[src/rtl/uart_rx_deserializer.sv]
// UART receive deserializer: synchronizes and oversamples the rx line and recovers
// one 5..8 bit character per frame. Parity and stop bits are checked, and the result
// is presented on a valid/ready interface with a one-clock overrun pulse.
module uart_rx_deserializer #(
  parameter int CHAR_LENGTH = 8,
  parameter int DIV_WIDTH   = 16
) (
  input  logic                   clk,
  input  logic                   rst,
  input  logic                   rx,
  input  logic [DIV_WIDTH-1:0]   baudrate_divisor,
  input  logic [3:0]             uart_type,
  input  logic [3:0]             oversampling_bits,
  input  logic                   parity_en,
  input  logic                   parity_scheme,
  input  logic [1:0]             stop_bit,
  input  logic                   msb_first,
  output logic [CHAR_LENGTH-1:0] rx_data,
  output logic                   rx_valid,
  input  logic                   rx_ready,
  output logic                   parity_err,
  output logic                   framing_err,
  output logic                   overrun_err,
  output logic                   busy
);

  localparam int IDX_W = (CHAR_LENGTH > 1) ? $clog2(CHAR_LENGTH) : 1;
  localparam logic [3:0] MAX_TYPE = 4'(CHAR_LENGTH);

  typedef enum logic [2:0] {
    ST_IDLE     = 3'd0,
    ST_START    = 3'd1,
    ST_DATA     = 3'd2,
    ST_PARITY   = 3'd3,
    ST_STOP     = 3'd4,
    ST_STOP_2   = 3'd5,
    ST_STOP_1_5 = 3'd6
  } uart_fsm_state_e;

  uart_fsm_state_e        state_reg;
  logic                   rx_meta_reg, rx_sync_reg, rx_prev_reg;
  logic [1:0]             fill_reg;
  logic [DIV_WIDTH-1:0]   div_cnt_reg, div_m1_reg;
  logic [3:0]             tick_cnt_reg, bit_cnt_reg;
  logic [3:0]             len_reg, os_reg;
  logic                   par_en_reg, par_odd_reg, msb_reg;
  logic [1:0]             stop_reg;
  logic [CHAR_LENGTH-1:0] shift_reg;
  logic                   perr_reg, ferr_reg, complete_reg;

  logic                   line_fall, cfg_legal, start_det, tick, bit_done;
  logic [3:0]             target;
  logic [DIV_WIDTH-1:0]   div_m1_next;
  logic [IDX_W-1:0]       bit_idx;

  // Two-flop synchronizer plus edge history; fill_reg marks when rx_prev_reg holds
  // a real line sample so a line held low across reset release is not a start.
  always_ff @(posedge clk or negedge rst) begin
    if (!rst) begin
      rx_meta_reg <= 1'b1;
      rx_sync_reg <= 1'b1;
      rx_prev_reg <= 1'b1;
      fill_reg    <= 2'd0;
    end else begin
      rx_meta_reg <= rx;
      rx_sync_reg <= rx_meta_reg;
      rx_prev_reg <= rx_sync_reg;
      if (fill_reg != 2'd3) fill_reg <= fill_reg + 2'd1;
    end
  end

  assign line_fall = (fill_reg == 2'd3) && rx_prev_reg && !rx_sync_reg;
  assign cfg_legal = (uart_type >= 4'd5) && (uart_type <= MAX_TYPE) &&
                     ((oversampling_bits == 4'd2) || (oversampling_bits == 4'd4) ||
                      (oversampling_bits == 4'd6) || (oversampling_bits == 4'd8));
  assign start_det = (state_reg == ST_IDLE) && line_fall && cfg_legal;
  assign busy      = (state_reg != ST_IDLE);
  assign tick      = busy && (div_cnt_reg == div_m1_reg);
  assign div_m1_next = (baudrate_divisor == '0) ? '0 : baudrate_divisor - 1'b1;
  assign bit_idx   = msb_reg ? IDX_W'(len_reg - 4'd1 - bit_cnt_reg) : IDX_W'(bit_cnt_reg);

  // Ticks per sample point: half a bit for the start bit and the 1.5-stop tail.
  always_comb begin
    target = os_reg;
    if (state_reg == ST_START || state_reg == ST_STOP_1_5) target = {1'b0, os_reg[3:1]};
  end

  assign bit_done = tick && (tick_cnt_reg == target - 4'd1);

  // Oversample tick divider: runs only inside a frame, restarts at start detect.
  always_ff @(posedge clk or negedge rst) begin
    if (!rst) begin
      div_cnt_reg <= '0;
    end else if (start_det || !busy || tick) begin
      div_cnt_reg <= '0;
    end else begin
      div_cnt_reg <= div_cnt_reg + 1'b1;
    end
  end

  // Frame FSM: latches config at start, samples each bit, accumulates errors.
  always_ff @(posedge clk or negedge rst) begin
    if (!rst) begin
      state_reg    <= ST_IDLE;
      tick_cnt_reg <= 4'd0;
      bit_cnt_reg  <= 4'd0;
      len_reg      <= 4'd0;
      os_reg       <= 4'd0;
      par_en_reg   <= 1'b0;
      par_odd_reg  <= 1'b0;
      msb_reg      <= 1'b0;
      stop_reg     <= 2'd0;
      div_m1_reg   <= '0;
      shift_reg    <= '0;
      perr_reg     <= 1'b0;
      ferr_reg     <= 1'b0;
      complete_reg <= 1'b0;
    end else begin
      complete_reg <= 1'b0;
      if (state_reg == ST_IDLE) begin
        if (start_det) begin
          state_reg    <= ST_START;
          tick_cnt_reg <= 4'd0;
          bit_cnt_reg  <= 4'd0;
          len_reg      <= uart_type;
          os_reg       <= oversampling_bits;
          par_en_reg   <= parity_en;
          par_odd_reg  <= parity_scheme;
          msb_reg      <= msb_first;
          stop_reg     <= stop_bit;
          div_m1_reg   <= div_m1_next;
          shift_reg    <= '0;
          perr_reg     <= 1'b0;
          ferr_reg     <= 1'b0;
        end
      end else begin
        if (tick) tick_cnt_reg <= bit_done ? 4'd0 : tick_cnt_reg + 4'd1;
        if (bit_done) begin
          case (state_reg)
            ST_START: state_reg <= rx_sync_reg ? ST_IDLE : ST_DATA;
            ST_DATA: begin
              shift_reg[bit_idx] <= rx_sync_reg;
              if (bit_cnt_reg == len_reg - 4'd1) begin
                bit_cnt_reg <= 4'd0;
                state_reg   <= par_en_reg ? ST_PARITY : ST_STOP;
              end else begin
                bit_cnt_reg <= bit_cnt_reg + 4'd1;
              end
            end
            ST_PARITY: begin
              perr_reg  <= rx_sync_reg != ((^shift_reg) ^ par_odd_reg);
              state_reg <= ST_STOP;
            end
            ST_STOP: begin
              ferr_reg <= !rx_sync_reg;
              if (stop_reg == 2'd2) begin
                state_reg <= ST_STOP_2;
              end else if (stop_reg == 2'd0) begin
                state_reg <= ST_STOP_1_5;
              end else begin
                state_reg    <= ST_IDLE;
                complete_reg <= 1'b1;
              end
            end
            ST_STOP_2: begin
              ferr_reg     <= ferr_reg | !rx_sync_reg;
              state_reg    <= ST_IDLE;
              complete_reg <= 1'b1;
            end
            ST_STOP_1_5: begin
              state_reg    <= ST_IDLE;
              complete_reg <= 1'b1;
            end
            default: state_reg <= ST_IDLE;
          endcase
        end
      end
    end
  end

  // Output holding register with valid/ready handshake and overrun detection.
  always_ff @(posedge clk or negedge rst) begin
    if (!rst) begin
      rx_data     <= '0;
      rx_valid    <= 1'b0;
      parity_err  <= 1'b0;
      framing_err <= 1'b0;
      overrun_err <= 1'b0;
    end else begin
      overrun_err <= 1'b0;
      if (complete_reg) begin
        if (rx_valid && !rx_ready) begin
          overrun_err <= 1'b1;
        end else begin
          rx_data     <= shift_reg;
          parity_err  <= perr_reg;
          framing_err <= ferr_reg;
          rx_valid    <= 1'b1;
        end
      end else if (rx_valid && rx_ready) begin
        rx_valid <= 1'b0;
      end
    end
  end

endmodule
[config.mk]
export PLATFORM = sky130hd
export DESIGN_NAME = uart_rx_deserializer
export DESIGN_NICKNAME = d
export VERILOG_FILES = /design/src/rtl/uart_rx_deserializer.sv
export SDC_FILE = /design/constraint.sdc
export NUM_CORES = 1
export LEC_CHECK = 0
export ABC_AREA = 0
export CORE_MARGIN = 3
export CORE_UTILIZATION = 62
export DETAILED_ROUTE_END_ITERATION = 10
export GPL_TIMING_DRIVEN = 0
export MAX_ROUTING_LAYER = met4
export PLACE_DENSITY = 0.93
export RECOVER_POWER = 50
export SETUP_SLACK_MARGIN = 0.3
export SYNTH_ARGS = -nofsm -noshare
export SYNTH_HDL_FRONTEND = slang
export SYNTH_SLANG_ARGS = --single-unit
[constraint.sdc]
create_clock -name clk -period 6.1 [get_ports clk]
set_input_delay 1.22 -clock clk [delete_from_list [all_inputs] [get_ports clk]]
set_output_delay 1.22 -clock clk [all_outputs]
set_load 0.01 [all_outputs]
After elaboration in Yosys (flattened, before gate mapping)
Index checks and enable logic that the tools add are counted.

Register bits after elaboration: 84. Input port bits: 33. Output and inout port bits: 13. Word-level logic and storage cells: 144.

Add/subtract/negate cells: 8. $lt $le $gt $ge: 4. Eq/ne operators: 20. Muxes and demuxes: 45. Bitwise operators: 3. Reductions and logical operators: 40.

Operators with widths (number): $mux 4 (9); $mux 16 (2); $mux 8 (4); $mux 3 (8); $add 16x1->16 const B (1); $eq 16x16->1 (1); $logic_not 16->1 (1); $mux 1 (16); $sub 16x1->16 const B (1); $pmux 3 s4 (1); $reduce_and 3->1 (4); $logic_and 1x1->1 (11); $reduce_bool 2->1 (5); $eq 3x3->1 const B (3); $add 4x1->4 const B (2); $bwmux 8 (1); $eq 4x3->1 const B (2); $eq 4x4->1 (2); $reduce_and 2->1 (4); $reduce_xor 8->1 (1); $sub 4x1->4 const B (2); $eq 3x2->1 const B (2); $logic_or 1x1->1 (6); $ne 2x2->1 const B (3); 23 further kinds (28).

Longest topological paths before layout
Word-level depth: 11. Gate-level depth with buffers: 10. Gate-level depth less buffers: 9.

Worst setup path before layout
Ideal clock, no wire load.

Kind: input to register. From: input oversampling_bits[1]. To: register state_reg[0]. Library setup time: 0.125 ns. Data arrival time: 2.880 ns. Required time: 5.975 ns. Path slack: 3.095 ns. Cell stages on the path: 8. Path buffers: 2. Cell sequence: or3_1 nand4_1 nand2b_1 clkbuf_1 o21a_1 clkbuf_1 nor3_1 mux2_4.

Cells in the longest elaborated chain, start to end: 8. Elaborated cells between the ends (all ways): 11.

RTL lines: start, declared (RTL line 13) `input logic [3:0] oversampling_bits,`; $eq 4x2->1 / $eq 4x3->1 (equally long branches) (RTL line 74) `((oversampling_bits == 4'd2) || (oversampling_bits == 4'd4) ||`; $logic_or 1x1->1 (2 in series) (RTL line 74); $logic_or 1x1->1 * (RTL line 75) `(oversampling_bits == 4'd6) || (oversampling_bits == 4'd8));`; $logic_and 1x1->1 * (RTL line 73) `assign cfg_legal = (uart_type >= 4'd5) && (uart_type <= MAX_TYPE) &&`; $logic_and 1x1->1 * (RTL line 76) `assign start_det = (state_reg == ST_IDLE) && line_fall && cfg_legal;`; $ne 2x2->1 (no source line) *; $reduce_and 3->1 (no source line) *; end signal, assigned (RTL line 140) `ST_START: state_reg <= rx_sync_reg ? ST_IDLE : ST_DATA;`; end signal, assigned (RTL line 145) `state_reg <= par_en_reg ? ST_PARITY : ST_STOP;`; end, declared (RTL line 40) `uart_fsm_state_e state_reg;`.

Mark *: on every way between the ends. The rest lies on a longest branch, timed or not. A chain may end at the register's enable or synchronous reset.

Final worst setup path
From: register state_reg[2]. To: output busy.

Cells in the longest elaborated chain, start to end: 1.

RTL lines: $reduce_bool 3->1 (RTL line 77) `assign busy = (state_reg != ST_IDLE);`; end, declared (RTL line 24) `output logic busy`.

No other way between the ends.

==> qor.txt <==
antenna violations before repair: 0
DR top layer: met4
Max IR drop VDD: 0.000184 V
PwrDens: 260 nW/µm²
most numerous cell in the Yosys netlist: dfrtp_1
crit-path cells: buf_2 > nor3_1 > clkinv_1 > clkbuf_1 > clkdlybuf4s50_1
CP required: 4880 ps
met3 WL: 748 µm
Via-to-Cell Ratio: 6.08
Final #Nets: 601
TritonCTS Buffers: 9
clock transition at the registers of the reported paths: 80 ps
GRT Residual Overflow: 0
Post CTS Setup Buffer Count: 0
Hold Crit Class: reg2reg
Worst Setup SP: state_reg[2]
Crit-path slowest cell: clkdlybuf4s50_1
# DRC: 0
FP Rows: 31
fmax: 255 MHz
IO buf count: 45
Internal Pwr Total: 0.980 mW
setup violators final: 0
Post-synth EDFFs: 0
vias in the first global route: 3979
fin crit share: 0.643
final antenna-violating net count: 0
fin. max-slew vios: 0
Post-Syn Area per Cell: 9.30 µm²
Top FF cell, synth: dfrtp_1
fin cells: 663
max incr delay on CP: 550 ps
hold_buf cts: 0
status: complete, no violations
IO Count: 46
mean routed wirelength per cell: 16.7 µm
Setup TNS Final: 0 ps
# resized after CTS: 0
Ys Warns: 0
top cells by count, synth: dfrtp_1 (81), nand2_1 (73), o21ai_0 (41)
critical path class: reg2out
routed wire length: 11.1 mm
Crit. End Element: output pin
DR pass1 iterations: 5
switch share: 0.311
Post-synth ARST share: 1.00
clock skew: 13.4 ps
worst skew pair latency: 360 ps
RSZ-0062 raised after global routing: false
peak fanout along the critical path: 10
slew at the pin closest to its max-slew limit: 1380 ps
LEAKAGE: 2.35 nW
drt first-iter violations: 373
Fillers: 517
Synth Instances: 502
top cells by area, synth: dfrtp_1 (43%), xor2_1 (6.2%), nand2_1 (5.9%)
Longest Clk Path Bufs: 2
post-synthesis net count: 544
Yosys cell types: 56
met2 wire len: 5.55 mm
layout cells sized above 1: 0.0833
Die ar.: 8610 µm²
Max-cap violations: 0
sequential cell area fraction in the yosys report: 0.451
Rel. slew slack: 0.0769
area grow syn2layout: 16.9%
Antenna diodes: 0
Mapped Area: 4670 µm²
Synth Register Bits: 84
hold_sp: rx_meta_reg
cell family with the largest share of critical-path delay: buffers and inverters
fin crit period: 3920 ps
Gate power share: 0.234
Buf/Inv on CP: 4
core region area: 7290 µm²
Starting Density: 0.641
Final HPWL DP: 8.08 mm
Die X: 92.8 µm
vias: 4034
CTS Sinks: 84
Placement Cell Area: 5270 µm²
Sw Pwr: 0.442 mW
largest net degree at the start of global routing: 62
design area: 5460 µm²
Final Hold Viols: 0
GRT Util Overall: 0.279
placed instance count: 647
share of the synthesized area in the top cell type: 0.434
global placement routability congestion: 0.890
clock share of power: 0.284
clk root buf: clkbuf_8
Reg-to-Reg Start: state_reg[2]
CP arrival: 2700 ps
hold_ws: 366 ps
met1 wire length: 4.54 mm
CTS H-tree depth: 3
CTS tree: done
Flop pwr share: 0.482
global-route wire length before repair: 18.6 mm
Die Y: 92.8 µm
leading area contributor after synthesis: dfrtp_1
crit path launch type: register
==> area by class of cell <==
class / instances / area [µm²] / area share
Clock buffer: 12 / 145 / 0.0266
Timing Repair Buffer: 46 / 472 / 0.0864
Inverter: 18 / 67.6 / 0.0124
Multi-Input combinational cell: 379 / 2410 / 0.441
Tap cell: 99 / 124 / 0.0227
Sequential cell: 84 / 2110 / 0.386
Clock inverter: 4 / 50.0 / 0.00916
Buffer: 21 / 87.6 / 0.0160
==> cells by family (layout without fill, tap and decap cells) <==
kind of cell,after synthesis,in the layout,synth area share
XOR/XNOR,60,60,0.113
AND/OR/NAND/NOR,200,200,0.203
AO/OA/AOI/OAI,90,90,0.123
multiplexers,20,20,0.0517
buffers and inverters,39,101,0.0332
adder cells (fa/ha/maj),9,9,0.0257
flip-flops,84,84,0.451
==> per-stage QoR <==
| step | utilization | total power, mW | setup slack, ps |
|---|---|---|---|
| floorplan | - | 0.914 | 3090 |
| global placement | 0.719 | 0.997 | 994 |
| detailed placement | 0.723 | 1.02 | 2080 |
| CTS | 0.749 | 1.42 | 2250 |
| global route | 0.749 | 1.49 | 2080 |
| finish | 0.749 | 1.42 | 2180 |
==> worst paths after layout <==
path | depth (start not counted) | slack (ps) | to
min in group asynchronous | 1 | 1160 | os_reg[3]
worst max register to register | 9 | 3110 | tick_cnt_reg[0]
worst min register to register | 0 | 370 | rx_sync_reg
worst min-delay path | 0 | 370 | rx_sync_reg
max in group asynchronous | 2 | 3960 | rx_meta_reg
worst max-delay path | 5 | 2180 | busy
==> worst reg2reg max path, stage by stage (launching register included) <==
cell	delay, ps
dfrtp_1	430
buf_2	210
nor3_1	440
nand4_1	360
nand2b_1	290
clkbuf_1	300
o21a_1	190
clkbuf_1	210
or2_2	320
o21ai_0	160
==> cell usage in the layout, fill, tap and decap left out, types with 5 or more instances in the layout <==
| master | count |
|---|---|
| nor3_1 | 11 |
| or2_2 | 5 |
| nand2_1 | 73 |
| nor2_1 | 40 |
| dfrtp_1 | 81 |
| clkbuf_8 | 10 |
| mux2i_1 | 5 |
| ha_1 | 8 |
| xor2_1 | 33 |
| nor4_1 | 8 |
| clkdlybuf4s50_1 | 42 |
| xnor2_1 | 27 |
| mux2_2 | 11 |
| o2bb2ai_1 | 10 |
| inv_1 | 17 |
| a31oi_1 | 6 |
| a21oi_1 | 11 |
| clkbuf_1 | 19 |
| nand4_1 | 7 |
| nor2b_1 | 5 |
| nand3_1 | 23 |
| o21ai_0 | 41 |
==> power groups by stage <==
stage / registers, mW / clock network, mW / logic, mW
2_1_floorplan: 0.676 / 0 / 0.238
6_report: 0.685 / 0.403 / 0.333
4_1_cts: 0.684 / 0.402 / 0.331
5_1_grt: 0.692 / 0.431 / 0.369
3_5_place_dp: 0.693 / 0 / 0.328
3_3_place_gp: 0.689 / 0 / 0.308
==> per-layer routing <==
| metal | vias to the layer above | GRT usage |
|---|---|---|
| met1 | 1971 | 0.373 |
| met5 | - | - |
| met3 | 23 | 0.0292 |
| met4 | 0 | 0.0867 |
| met2 | 195 | 0.451 |
| li1 | 1845 | - |
(Power assumes the default switching activity.)
